`src/rtl/wavegen_burst_ctrl.sv`:
```
// Per-channel run/burst sequencer for the waveform generator (one per channel).
// Arms or starts on the channel run bit, pulses phase_rst for one cycle, gates
// the channel output while running and counts wrap pulses down to zero.
// A cycles value of 0 gives continuous output.
//
// Ports:
//   S_AXI_ACLK     clock, all logic on the rising edge
//   S_AXI_ARESETN  asynchronous active-low reset
//   run_req        channel run bit (level)
//   trig_mode      0: start on run_req, 1: wait for trig
//   trig           single-cycle start strobe
//   cycles         burst length in waveform periods, 0 = continuous
//   wrap           single-cycle pulse per completed waveform period
//   phase_rst      one-cycle pulse clearing the datapath phase accumulator
//   out_en         channel output enable
//   busy           high while starting or running
//   done           one-cycle pulse on burst completion
//   trig_ovr       sticky flag: trig seen while starting or running
//   cycles_left    current down-counter value
module wavegen_burst_ctrl #(
    parameter int unsigned CYC_WIDTH = 16
) (
    input  logic                 S_AXI_ACLK,
    input  logic                 S_AXI_ARESETN,
    input  logic                 run_req,
    input  logic                 trig_mode,
    input  logic                 trig,
    input  logic [CYC_WIDTH-1:0] cycles,
    input  logic                 wrap,
    output logic                 phase_rst,
    output logic                 out_en,
    output logic                 busy,
    output logic                 done,
    output logic                 trig_ovr,
    output logic [CYC_WIDTH-1:0] cycles_left
);

    typedef enum logic [2:0] {
        IDLE  = 3'd0,
        ARMED = 3'd1,
        START = 3'd2,
        RUN   = 3'd3,
        DONE  = 3'd4
    } state_t;

    state_t                 state;
    state_t                 state_nxt;
    logic [CYC_WIDTH-1:0]   cnt_nxt;
    logic                   trig_ovr_nxt;

    // State register
    always_ff @(posedge S_AXI_ACLK or negedge S_AXI_ARESETN) begin
        if (!S_AXI_ARESETN) begin
            state <= IDLE;
        end else begin
            state <= state_nxt;
        end
    end

    // Next-state, counter and overrun-flag logic
    always_comb begin
        state_nxt    = state;
        cnt_nxt      = cycles_left;
        trig_ovr_nxt = trig_ovr;

        // Dropping run_req aborts from anywhere and wins over trig/wrap.
        if (state != IDLE && !run_req) begin
            state_nxt = IDLE;
        end else begin
            case (state)
                IDLE: begin
                    if (run_req) begin
                        state_nxt = trig_mode ? ARMED : START;
                    end
                end
                ARMED: begin
                    if (trig) begin
                        state_nxt = START;
                    end
                end
                START: begin
                    // Burst length is captured here; later writes only affect the next burst.
                    cnt_nxt   = cycles;
                    state_nxt = RUN;
                end
                RUN: begin
                    // A zero count in RUN can only mean continuous mode.
                    if (wrap && cycles_left != '0) begin
                        cnt_nxt = cycles_left - CYC_WIDTH'(1);
                        if (cycles_left == CYC_WIDTH'(1)) begin
                            state_nxt = DONE;
                        end
                    end
                end
                DONE: begin
                    if (trig_mode && trig) begin
                        state_nxt = START;
                    end
                end
                default: begin
                    state_nxt = IDLE;
                end
            endcase
        end

        if (state_nxt == IDLE) begin
            trig_ovr_nxt = 1'b0;
        end else if (trig && (state == START || state == RUN)) begin
            trig_ovr_nxt = 1'b1;
        end
    end

    // Registered outputs, decoded from the upcoming state so they align with it
    always_ff @(posedge S_AXI_ACLK or negedge S_AXI_ARESETN) begin
        if (!S_AXI_ARESETN) begin
            phase_rst   <= 1'b0;
            out_en      <= 1'b0;
            busy        <= 1'b0;
            done        <= 1'b0;
            trig_ovr    <= 1'b0;
            cycles_left <= '0;
        end else begin
            phase_rst   <= (state_nxt == START);
            out_en      <= (state_nxt == RUN);
            busy        <= (state_nxt == START) || (state_nxt == RUN);
            done        <= (state_nxt == DONE) && (state != DONE);
            trig_ovr    <= trig_ovr_nxt;
            cycles_left <= cnt_nxt;
        end
    end

endmodule

```
`config.mk`:
```
export PLATFORM = sky130hd
export DESIGN_NAME = wavegen_burst_ctrl
export DESIGN_NICKNAME = d
export VERILOG_FILES = /design/src/rtl/wavegen_burst_ctrl.sv
export SDC_FILE = /design/constraint.sdc
export NUM_CORES = 1
export LEC_CHECK = 0
export ABC_AREA = 1
export BUFFER_PORTS_ARGS = -buffer_cell sky130_fd_sc_hd__buf_2
export CORE_ASPECT_RATIO = 2
export CORE_UTILIZATION = 52
export DETAILED_ROUTE_END_ITERATION = 16
export GPL_TIMING_DRIVEN = 0
export PLACE_DENSITY = 0.75
export SLEW_MARGIN = 10
export SYNTH_ARGS = -nofsm -noshare
export SYNTH_HDL_FRONTEND = slang
export SYNTH_SLANG_ARGS = --single-unit
```
`constraint.sdc`:
```
create_clock -name S_AXI_ACLK -period 1.7 [get_ports S_AXI_ACLK]
set_input_delay 0.085 -clock S_AXI_ACLK [delete_from_list [all_inputs] [get_ports S_AXI_ACLK]]
set_output_delay 0.085 -clock S_AXI_ACLK [all_outputs]
set_load 0.03 [all_outputs]
```
* After elaboration in Yosys (flattened, before gate mapping)
Cells that the tools add are included.
Word-level totals: word-level logic and storage cells 46, bits in registers 24
Operators by class: reductions and logical operators 15, bitwise logic cells 1, muxes and demuxes 12, equality and inequality tests 10, $add $sub $neg 1
Operators with widths (count):
- 16-bit case mux with 2 select lines | 1
- 3-bit 2-to-1 mux | 6
- 16-bit by 1-bit equality test with 1-bit output (second input constant) | 1
- 16-bit 2-to-1 mux | 1
- 16-bit nonzero test | 1
- 16-bit by 1-bit subtractor with 16-bit output (second input constant) | 1
- 3-bit case mux with 5 select lines | 1
- 3-bit by 2-bit equality test with 1-bit output (second input constant) | 4
- 3-bit equality test (second input constant) | 2
- 3-bit logical NOT | 2
- 1-bit logical AND | 5
- 2-bit nonzero test | 2
- 3-bit by 1-bit equality test with 1-bit output (second input constant) | 1
- 3-bit inequality test (second input constant) | 1
- 3-bit AND reduction | 1
- 3-bit nonzero test | 1
- 1-bit logical OR | 2
- 1-bit 2-to-1 mux | 2
- 2-bit 2-to-1 mux | 1
- 2-bit inequality test (second input constant) | 1
- 1-bit logical NOT | 1
- 1-bit NOT | 1

* Longest topological paths before layout
depth after elaboration 7, depth in mapped cells 13, depth with buffers taken out 13

* Worst setup path before layout
Ideal clock, no wire load.
path kind register -> register, start point reg cycles_left[0], end point reg cycles_left[12], arrival 1.608 ns, buffers on the path 0, required time 1.582 ns, path slack -0.026 ns, stages on the path, launching flop included 12, cells stage by stage dfrtp_1 inv_1 ha_1 nand2_1 nor2_2 inv_2 nor2_1 nand2_1 nor3_1 o21ai_2 nand2_1 nand2_1
On the way: longest elaborated chain between the ends 4, elaborated cells on any way between the ends 7, classes of those cells 1 x add/sub; 1 x eq/ne; 2 x mux; 3 x reduce/logical
RTL lines:
- from (decl) | RTL line 35 | output logic [CYC_WIDTH-1:0] cycles_left
- from (signal assigned) | RTL line 128 | cycles_left <= cnt_nxt;
- parallel branches: the longest is 4 deep, another holds 16-bit by 1-bit subtractor with 16-bit output
Several ways; the timed one is not identified. The select of a mux whose other input is x is not followed. A chain may end at the register's enable or synchronous reset.

* Worst setup path after layout
start point reg cycles_left[7], end point reg cycles_left[9]
Same word-level chain as after synthesis.

==> results.json <==
{
  "buffers_plus_inverters_on_the_worst_setup_path": 2,
  "die-area_sq_um": 3269,
  "max_stage_delay_ns": 0.48,
  "cts_made_buffers": 3,
  "design.portCount": 43,
  "critical_path.cell_chain": "nor2_4 > nand2_2 > nor2_2 > nand2_1 > nand2_2 > nand2_2 > nand2_4 > buf_8 > buf_4 > a22oi_1",
  "globalplace.congestion": 0.7600,
  "mapped_area_sq_um": 1577,
  "detailedPlace.worstSlack_ns": -0.09298,
  "detail_route.first_pass.iterations": 4,
  "syn_inst": 223,
  "timing.critical_path.to_type": "register",
  "worst_r2r_path_depth": 10,
  "crit_path_top_delay_cell": "sky130_fd_sc_hd__dfrtp_1",
  "cts_root_buffer": "sky130_fd_sc_hd__clkbuf_8",
  "drive_above_1_share_pct": 38.30,
  "clk-insertion-delay-late_ns": 0.27,
  "critical_path_cell_count": 10,
  "skew_ns": 0.004750,
  "final_period_minus_worst_setup_slack_ns": 1.635,
  "die_height_microns": 79.87,
  "vdd_ir_drop_max_uv": 1191,
  "required_time_at_the_endpoint_of_the_critical_path_ns": 1.85,
  "routed_wl_mm": 4.478,
  "routed-via-count": 1737,
  "synth_net_count": 248,
  "placeable_core_region_sq_um": 2804,
  "critical_path_peak_fanout": 6,
  "critPathArrivalTime_ns": 1.79,
  "antenna_violations_before_repair": 0,
  "hold-path-cell-count": 3,
  "place.detailed.instances": 294,
  "synth_area_per_cell_sq_um": 7.070,
  "timing.hold.worst.class": "in2reg",
  "cell_with_the_most_instances_on_the_worst_path": "sky130_fd_sc_hd__nand2_2",
  "fill_cells": 225,
  "avgViaCountPerCell": 5.585,
  "max_slew_margin_pct": 61.76,
  "holdCritStartpoint": "cycles[11]",
  "tritoncts": "yes",
  "chipWidth_microns": 40.94,
  "drt_iter0_markers": 51,
  "num_rows": 27,
  "max-cap-violations": 0,
  "pwr_density_cell_nw_per_um2": 1868,
  "layout-area-overhead-vs-synth_pct": 35.08,
  "power.leakage_nw": 1.073,
  "final_min_period_over_clock_period_pct": 96.16,
  "slew_viol_final": 0,
  "path_class": "reg2reg",
  "maximum_number_of_pins_on_one_net_before_global_route_repair": 25,
  "outcome": "completed",
  "regToRegSetupSlack_ns": 0.07,
  "timing.final.setup_violations": 0,
  "maxClockFrequency_mhz": 611.7,
  "first_global_vias": 1582,
  "hold-path-endpoint": "cycles_left[11]",
  "htree_num_levels": 1,
  "gr-usage-all-layers_pct": 28.47,
  "max_slew.worst_pin.slew_ns": 0.5736,
  "timing.critical_path.max_delay_family": "simple AND/OR/NAND/NOR gates",
  "clkSlewWorstSetupHoldPaths_ns": 0.09,
  "detail-route-antenna-nets": 0,
  "hold_viol": 0,
  "initial_core_util_pct": 56.22,
  "overflow": 0,
  "clock_sink_count": 24,
  "route.detailed.wl_per_inst_microns": 14.40,
  "nets": 308,
  "cts_buffer_depth": 2,
  "antenna_diode_count": 0,
  "number_of_warnings_reported_in_the_yosys_synthesis_log": 0,
  "worst_r2r_endpoint": "cycles_left[9]",
  "synth_seq_area_share_pct": 38.10,
  "critPathLaunchType": "register",
  "final_cell_count_no_fill": 311,
  "buffer_ports.inserted": 42,
  "yosys.cell_types.count": 31,
  "drt_drc_violations_left": 0,
  "dp.final_hpwl_mm": 2.948,
  "worst_slack_ns": 0.06522,
  "postSynthRegisterBits": 24,
  "grt_pass1_wl_mm": 6.568,
  "r2r_start": "cycles_left[7]"
}
-- stage by stage --
step | instance area (sq um) | hold WS, ns | util (%) | setup TNS (ns) | total power [mW]
finish | 2130 | 0.07464 | 75.95 | 0 | 3.977
global route | 2130 | 0.08077 | 75.95 | -0.4260 | 4.260
CTS | 1921 | 0.07077 | 68.50 | 0 | 3.593
detailed placement | 1824 | 0.1053 | 65.06 | -0.09298 | 3.048
global placement | 1824 | 0.1005 | 65.06 | -0.07002 | 3.020
floorplan | 1578 | -0.2106 | - | 0 | 2.503
-- cell usage after synthesis --
cell type	n	area, sq um
sky130_fd_sc_hd__inv_2	4	15.01
sky130_fd_sc_hd__nand3_2	1	10.01
sky130_fd_sc_hd__buf_2	4	20.02
sky130_fd_sc_hd__dfrtp_1	24	600.6
sky130_fd_sc_hd__nand2_2	3	18.77
sky130_fd_sc_hd__nand2_4	1	11.26
sky130_fd_sc_hd__a31oi_1	2	12.51
sky130_fd_sc_hd__ha_1	3	37.54
sky130_fd_sc_hd__xor2_1	2	17.52
sky130_fd_sc_hd__o22ai_1	3	18.77
sky130_fd_sc_hd__xnor2_1	1	8.760
sky130_fd_sc_hd__a22oi_2	2	25.02
sky130_fd_sc_hd__a21oi_1	8	40.04
sky130_fd_sc_hd__nand3_1	8	40.04
sky130_fd_sc_hd__nor2_2	3	18.77
sky130_fd_sc_hd__nor2_4	2	22.52
sky130_fd_sc_hd__a31o_2	1	8.760
sky130_fd_sc_hd__o211ai_1	2	15.01
sky130_fd_sc_hd__o21ai_1	11	55.05
sky130_fd_sc_hd__o21ai_0	8	40.04
sky130_fd_sc_hd__o21ai_2	1	8.760
sky130_fd_sc_hd__buf_4	1	7.510
sky130_fd_sc_hd__buf_6	2	22.52
sky130_fd_sc_hd__clkinv_1	1	3.750
sky130_fd_sc_hd__o21a_1	1	7.510
sky130_fd_sc_hd__a22oi_1	1	7.510
sky130_fd_sc_hd__inv_1	26	97.59
sky130_fd_sc_hd__nor2_1	28	105.1
sky130_fd_sc_hd__nand2_1	56	210.2
sky130_fd_sc_hd__nand4_1	4	25.02
sky130_fd_sc_hd__nor3_1	9	45.04
-- sequential cells by signal, summed over array words and instances (netlist names) --
signal       flops
trig_ovr         1
busy             1
cycles_left     16
phase_rst        1
state            3
done             1
out_en           1
-- per-layer routing --
layer	track usage (%)	routed length (microns)	up-vias	part of all wire, %
met3	1.950	130	13	2.9
met5	0	0	-	0
met4	9.000	127	0	2.8
li1	-	-	835	-
met2	54.06	2614	46	58
met1	28.91	1605	843	36
-- placed cells by master (no fill, tap or decap), types with 2 or more instances in the layout --
cell type and count:
sky130_fd_sc_hd__nand4_1 4, sky130_fd_sc_hd__inv_4 2, sky130_fd_sc_hd__xor2_1 2, sky130_fd_sc_hd__nand2_2 8
sky130_fd_sc_hd__a21oi_1 8, sky130_fd_sc_hd__ha_4 2, sky130_fd_sc_hd__buf_4 12, sky130_fd_sc_hd__clkbuf_8 3
sky130_fd_sc_hd__o21ai_0 7, sky130_fd_sc_hd__o21ai_1 12, sky130_fd_sc_hd__a22oi_2 2, sky130_fd_sc_hd__inv_2 4
sky130_fd_sc_hd__nor2_2 3, sky130_fd_sc_hd__nand2_1 50, sky130_fd_sc_hd__nand2_4 2, sky130_fd_sc_hd__nor2_1 22
sky130_fd_sc_hd__inv_1 25, sky130_fd_sc_hd__nor2_4 8, sky130_fd_sc_hd__nand3_1 7, sky130_fd_sc_hd__buf_6 2
sky130_fd_sc_hd__o211ai_1 2, sky130_fd_sc_hd__nor3_1 8, sky130_fd_sc_hd__a31oi_1 2, sky130_fd_sc_hd__buf_2 46
sky130_fd_sc_hd__dfrtp_1 17, sky130_fd_sc_hd__dfrtp_2 7, sky130_fd_sc_hd__o22ai_1 3
-- where the power goes --
part           internal, mW  switching, mW  total [mW]
Sequential            0.833          0.326        1.16
Clock                 0.315          0.196       0.511
Combinational         0.796           1.51        2.31
Total                  1.94           2.03        3.98
-- worst max-delay path by stage --
stage	slack, ns	end	from
floorplan	0.002	cycles_left[9]	cycles_left[1]
global placement	-0.07	cycles_left[12]	cycles_left[0]
detailed placement	-0.09	cycles_left[12]	cycles_left[0]
CTS	0.02	cycles_left[12]	cycles_left[0]
global route	-0.06	cycles_left[6]	cycles_left[14]
finish	0.07	cycles_left[9]	cycles_left[7]
-- worst min-delay path, stage by stage --
cell,delay [ns]
sky130_fd_sc_hd__buf_2,0.10
sky130_fd_sc_hd__nand2_1,0.06
sky130_fd_sc_hd__a31oi_1,0.07
-- layout make-up --
cell class / instances / area (sq um) / share of cell area, %
inverters: 31 / 121.4 / 5.699
flip-flops and latches: 24 / 609.3 / 28.61
clock buffers: 3 / 41.29 / 1.939
plain buffers: 7 / 57.56 / 2.703
repair buffers: 55 / 310.3 / 14.57
well taps: 29 / 36.28 / 1.704
multi-input cells: 161 / 923.4 / 43.36
clock inverters: 1 / 30.03 / 1.410
-- cells by family after synthesis --
group / Yosys count / share of synthesized area [%]
compound gates: 40 / 15.16
xor+xnor: 3 / 1.667
fa+ha+maj: 3 / 2.381
buf+inv: 38 / 10.55
flops: 24 / 38.10
simple gates: 115 / 32.14
-- repair_timing --
action,4_1_cts,5_1_grt
pin swaps,0,8
hold endpoints to repair,24,0
buffers inserted,0,12
resized for setup,5,37
hold buffers,1,0
gates cloned,0,0
setup endpoints to repair,2,17
(Power assumes the default switching activity.)
